<file path="src/rtl/riscv_memif_pkg.sv">
// Shared definitions for the RV12 memory interface: access size codes,
// arbiter state encoding and the alignment rule.
package riscv_memif_pkg;

  localparam logic [1:0] BYTE  = 2'b00;
  localparam logic [1:0] HWORD = 2'b01;
  localparam logic [1:0] WORD  = 2'b10;
  localparam logic [1:0] DWORD = 2'b11;

  typedef enum logic [1:0] {
    ARB_IDLE   = 2'd0,
    ARB_DBUSY  = 2'd1,
    ARB_IBUSY  = 2'd2,
    ARB_DMISAL = 2'd3
  } arb_state_e;

  // A dword can never be naturally carried by a 32-bit bus.
  function automatic logic is_misaligned(input logic [1:0] size, input logic [2:0] adr,
                                         input int xlen);
    logic mis;
    case (size)
      HWORD:   mis = adr[0];
      WORD:    mis = |adr[1:0];
      DWORD:   mis = (xlen == 64) ? |adr : 1'b1;
      default: mis = 1'b0;
    endcase
    return mis;
  endfunction

endpackage

</file>
<file path="src/rtl/riscv_membus_misalign.sv">
// Combinational alignment checker, shared by the data path and any fetch-side user.
module riscv_membus_misalign
  import riscv_memif_pkg::*;
#(
  parameter int XLEN = 32
) (
  input  logic [1:0] size,
  input  logic [2:0] adr,
  output logic       misaligned
);

  assign misaligned = is_misaligned(size, adr, XLEN);

endmodule

</file>
<file path="src/rtl/riscv_membus_arb.sv">
// Shares one external memory bus between the RV12 fetch and data ports.
//   state  | meaning
//   IDLE   | bus free, arbitrating between pending requests
//   DBUSY  | data access owns the bus until bus_ack/bus_err
//   IBUSY  | fetch owns the bus until bus_ack/bus_err
//   DMISAL | misaligned data access answered locally for one cycle
module riscv_membus_arb
  import riscv_memif_pkg::*;
#(
  parameter int XLEN       = 32,
  parameter int PLEN       = 32,
  parameter int MAX_DBURST = 4
) (
  input  logic            rstn,
  input  logic            clk,
  input  logic            imem_req,
  input  logic [PLEN-1:0] imem_adr,
  output logic            imem_ack,
  output logic [XLEN-1:0] imem_q,
  output logic            imem_page_fault,
  input  logic            dmem_req,
  input  logic            dmem_we,
  input  logic [1:0]      dmem_size,
  input  logic [PLEN-1:0] dmem_adr,
  input  logic [XLEN-1:0] dmem_d,
  output logic            dmem_ack,
  output logic [XLEN-1:0] dmem_q,
  output logic            dmem_misaligned,
  output logic            dmem_page_fault,
  output logic            bus_req,
  output logic            bus_we,
  output logic [1:0]      bus_size,
  output logic [PLEN-1:0] bus_adr,
  output logic [XLEN-1:0] bus_d,
  input  logic            bus_ack,
  input  logic            bus_err,
  input  logic [XLEN-1:0] bus_q
);

  localparam logic [1:0] S_IDLE   = ARB_IDLE;
  localparam logic [1:0] S_DBUSY  = ARB_DBUSY;
  localparam logic [1:0] S_IBUSY  = ARB_IBUSY;
  localparam logic [1:0] S_DMISAL = ARB_DMISAL;

  localparam int            CW         = $clog2(MAX_DBURST + 1);
  localparam logic [CW-1:0] CNT_MAX    = CW'(MAX_DBURST);
  localparam logic [1:0]    FETCH_SIZE = (XLEN == 64) ? DWORD : WORD;

  logic [1:0]    state;
  logic [CW-1:0] cnt;
  logic          dmem_mis;
  logic          bus_done;
  logic          starve;
  logic          grant_mis;
  logic          grant_d;
  logic          grant_i;
  logic          d_done;
  logic          i_done;

  riscv_membus_misalign #(.XLEN(XLEN)) u_misalign (
    .size       (dmem_size),
    .adr        (dmem_adr[2:0]),
    .misaligned (dmem_mis)
  );

  assign bus_done  = bus_ack | bus_err;
  assign starve    = imem_req && (cnt == CNT_MAX);
  assign grant_mis = (state == S_IDLE) && dmem_req && dmem_mis;
  assign grant_d   = (state == S_IDLE) && dmem_req && !dmem_mis && !starve;
  assign grant_i   = (state == S_IDLE) && imem_req && !grant_mis && !grant_d;

  always_ff @(posedge clk or negedge rstn) begin
    if (!rstn) begin
      state    <= S_IDLE;
      cnt      <= '0;
      bus_req  <= 1'b0;
      bus_we   <= 1'b0;
      bus_size <= 2'b00;
      bus_adr  <= '0;
      bus_d    <= '0;
    end else begin
      case (state)
        S_IDLE: begin
          if (grant_mis) begin
            state <= S_DMISAL;
          end else if (grant_d) begin
            state    <= S_DBUSY;
            bus_req  <= 1'b1;
            bus_we   <= dmem_we;
            bus_size <= dmem_size;
            bus_adr  <= dmem_adr;
            bus_d    <= dmem_d;
          end else if (grant_i) begin
            state    <= S_IBUSY;
            bus_req  <= 1'b1;
            bus_we   <= 1'b0;
            bus_size <= FETCH_SIZE;
            bus_adr  <= imem_adr;
            bus_d    <= '0;
          end
        end
        S_DBUSY, S_IBUSY: begin
          if (bus_done) begin
            state   <= S_IDLE;
            bus_req <= 1'b0;
          end
        end
        S_DMISAL: state <= S_IDLE;
        default:  state <= S_IDLE;
      endcase

      // Misaligned rejections use no bus time and leave the burst count alone.
      if (grant_d) begin
        if (!imem_req)          cnt <= '0;
        else if (cnt != CNT_MAX) cnt <= cnt + 1'b1;
      end else if (grant_i) begin
        cnt <= '0;
      end
    end
  end

  // A requester that already dropped its request gets no ack for the finished cycle.
  assign d_done = (state == S_DBUSY) && bus_done && dmem_req;
  assign i_done = (state == S_IBUSY) && bus_done && imem_req;

  assign imem_ack        = i_done;
  assign imem_q          = i_done ? bus_q : '0;
  assign imem_page_fault = i_done && bus_err;

  assign dmem_ack        = d_done || (state == S_DMISAL);
  assign dmem_q          = d_done ? bus_q : '0;
  assign dmem_misaligned = (state == S_DMISAL);
  assign dmem_page_fault = d_done && bus_err;

endmodule

</file>
<file path="config.mk">
export PLATFORM = sky130hd
export DESIGN_NAME = riscv_membus_arb
export DESIGN_NICKNAME = d
export VERILOG_FILES = /design/src/rtl/riscv_memif_pkg.sv /design/src/rtl/riscv_membus_misalign.sv /design/src/rtl/riscv_membus_arb.sv
export SDC_FILE = /design/constraint.sdc
export NUM_CORES = 1
export LEC_CHECK = 0
export ABC_AREA = 1
export BUFFER_PORTS_ARGS = -buffer_cell sky130_fd_sc_hd__buf_2
export CORE_UTILIZATION = 30
export CTS_BUF_LIST = sky130_fd_sc_hd__clkbuf_4
export DETAILED_ROUTE_END_ITERATION = 12
export GPL_TIMING_DRIVEN = 1
export PLACE_DENSITY = 0.7
export SLEW_MARGIN = 20
export SYNTH_ARGS = -nofsm -noshare
export SYNTH_HDL_FRONTEND = slang
export SYNTH_SLANG_ARGS = --single-unit
</file>
<file path="constraint.sdc">
create_clock -name clk -period 2.22 [get_ports clk]
set_clock_uncertainty 0.15 [all_clocks]
set_input_delay 0.333 -clock clk [delete_from_list [all_inputs] [get_ports clk]]
set_output_delay 0.333 -clock clk [all_outputs]
set_load 0.05 [all_outputs]
</file>
==> summary.txt <==
Status: finished, final reports clean
Rel. slew slack: 77.9%
Die X: 115 um
Critical Path, Cell by Cell: buf_4 -> ha_4 -> nand3_4 -> buf_6 -> nand2_1 -> buf_4
Seq/Total Area, Yosys: 47.4%
H-tree Lvls: 3
RSZ-0062 raised after global routing: true
CP max FO: 8
Type of the worst min-delay path: primary input to flip-flop
Clk slew on worst S/H paths: 120 ps
Die Area: 13300 um2
Period Utilization, post-route: 99.7%
Power per Cell Area: 1260 nW/um2
GP Congestion: 0.777
Antenna fix cells: 0
Flops & latches, synth: 73
Fin cells: 1052
Routed WL per cell: 12.7 um
Crit Path Class: flip-flop to output pin
Site row count: 41
Via count: 4453
Max IR drop VDD: 679 uV
Adder-cell share of the synthesized area: 2.27%
Final setup vio count: 0
Initial drt markers: 175
Slew @ Worst Pin: 331 ps
Core area: 12600 um2
# DRC: 0
Most frequent CP cell: buf_4
Clock Sinks: 73
Mux cell area share after synthesis: 0%
Tmin final: 2210 ps
Synth cell types: 17
Root buf cell: clkbuf_4
Synth Instances: 560
Port bufs: 273
Delay-heaviest family, CP: buffers and inverters
Fmax achieved: 452 MHz
Grt ovf: 0
Req. time, crit path: 1740 ps
DP Area: 5430 um2
Simple-gate share of the synthesized area: 39.4%
Post-route ant nets: 0
Io pins: 274
Inst Count DP: 990
Commonest cells after routing, fill and taps aside: nand2_1 (300), buf_2 (204), dfrtp_1 (73)
First-pass GRT wire length: 19000 um
CP peak stage delay: 400 ps
Fin. Hold Viols: 0
Buf/Inv on CP: 3
Via count of the first global-routing pass: 3993
Final Instance Area: 6710 um2
Crit path launch type: flip-flop
Die Y-Extent: 115 um
Cell area after synthesis: 3860 um2
Max-Cap Viols: 0
Commonest non-fill, non-tap cell in the layout: nand2_1
CP max stage cell: dfrtp_1
Setup TNS Final: 0 ps
NumNets Final: 1019
Ys Warns: 0
Slew Viols, Final: 0
Main combinational cell family by area after synthesis: simple AND/OR/NAND/NOR gates
Net Count, Synth: 704
Mapped Avg Cell Area: 6.89 um2
Longest Clk Path Bufs: 2
Initial Util: 30.7%
Largest net degree at the start of global routing: 46
Worst setup EP type: output pin
CTS tree: yes
Xor/xnor share of the synthesized area: 0.227%
Clock insertion delay at the later pin of the skew report: 410 ps
P&R area growth vs syn: 74.0%
GRT Total Usage: 18.1%
Pre-antenna DRT Iters: 4
Final WL: 13300 um
Worst hold slack: 44.7 ps
Vias per Instance: 4.23
Crit path arrival time: 1730 ps
Layout cells sized above 1: 42.6%
Post-synthesis compound-gate area fraction: 0.908%
Number of antenna violations at the first check in global routing: 1
Detailed-placement wirelength estimate: 8610 um
CTS buffer count: 9
Static Leak: 0.00398 uW
[sequential cells by signal, summed over array words and instances (netlist names)]
register / cells
bus_size: 2
state: 2
bus_req: 1
cnt: 3
bus_d: 32
bus_adr: 32
bus_we: 1
[timing repair]
item                                    4_1_cts  5_1_grt
cloned                                        0        6
endpoints found under the hold margin       101        0
resized for setup                            92      106
hold buffers                                 36        0
setup buffers                                 1        3
pin swaps                                     0        3
endpoints found under the setup margin       68       68
[metal layers]
metal / vias to the layer above / GRT usage [%] / share of wire (%)
met5: - / 0 / 0.097
met4: 2 / 4.59 / 1.2
met3: 17 / 5.59 / 7.7
met2: 171 / 31.0 / 49
met1: 1999 / 22.1 / 42
li1: 2264 / - / -
[final timing paths]
check                                      startpoint                 endpoint  slack, ps  cells past startpoint
worst max register to register   state[1]$_DFFE_PN0P_    bus_d[26]$_DFFE_PN0P_        210                     13
worst max-delay path             state[0]$_DFFE_PN0P_                 dmem_ack          7                      6
worst min-delay path                     imem_adr[25]  bus_adr[25]$_DFFE_PN0P_         40                      5
worst min register to register  bus_d[29]$_DFFE_PN0P_    bus_d[29]$_DFFE_PN0P_        330                      2
max in group asynchronous                        rstn    bus_d[24]$_DFFE_PN0P_       1160                      3
min in group asynchronous                        rstn     bus_d[8]$_DFFE_PN0P_        220                      2
[power breakdown]
| group | leakage, uW | internal, uW | switching, uW |
|---|---|---|---|
| sequential | 0.000935 | 1920 | 313 |
| combinational | 0.00296 | 1390 | 3920 |
| clock | 0.0000808 | 445 | 459 |
[per-stage QoR]
stage	power (uW)	worst slack [ps]	utilization [%]
floorplan	5930	54.5	-
global placement	7110	362	43.2
detailed placement	7150	325	43.2
CTS	8250	0.628	49.3
global route	8980	-102	53.4
finish	8440	6.75	53.4
[worst reg2reg max path, stage by stage (launching register included)]
cell     delay (ps)
dfrtp_1         400
inv_2            70
buf_4           140
ha_1            210
nand2_1         100
inv_2            40
nand2_2          70
inv_2            40
nand2_2         140
nand2_2         110
inv_2            90
buf_12          210
nand2_1         120
nand2_1          80
[cell type report]
class / count / area, um2
multi-input combinational: 408 / 1890
timing repair buffer: 331 / 2420
fill: 1168 / 5860
sequential: 73 / 1830
clock inverter: 7 / 85.1
clock buffer: 9 / 67.6
inverter: 52 / 198
tap: 172 / 215
[cells by family (layout without fill, tap and decap cells)]
logic type | count (synthesis) | after routing
flip-flops | 73 | 73
AND/OR/NAND/NOR | 393 | 393
XOR/XNOR | 1 | 1
adder cells (fa/ha/maj) | 7 | 7
AO/OA/AOI/OAI | 7 | 7
buffers and inverters | 79 | 399
[cell usage after synthesis (all sizes together)]
cell type | count | area (um2)
buf | 21 | 158
inv | 52 | 198
xnor2 | 1 | 8.76
or2 | 1 | 6.26
a21oi | 1 | 5.00
ha | 7 | 87.6
nand2 | 313 | 1210
clkbuf | 6 | 22.5
dfrtp | 73 | 1830
nand3 | 9 | 45.0
o21ai | 6 | 30.0
nor2 | 70 | 263
Power figures use the tool's default switching activity.
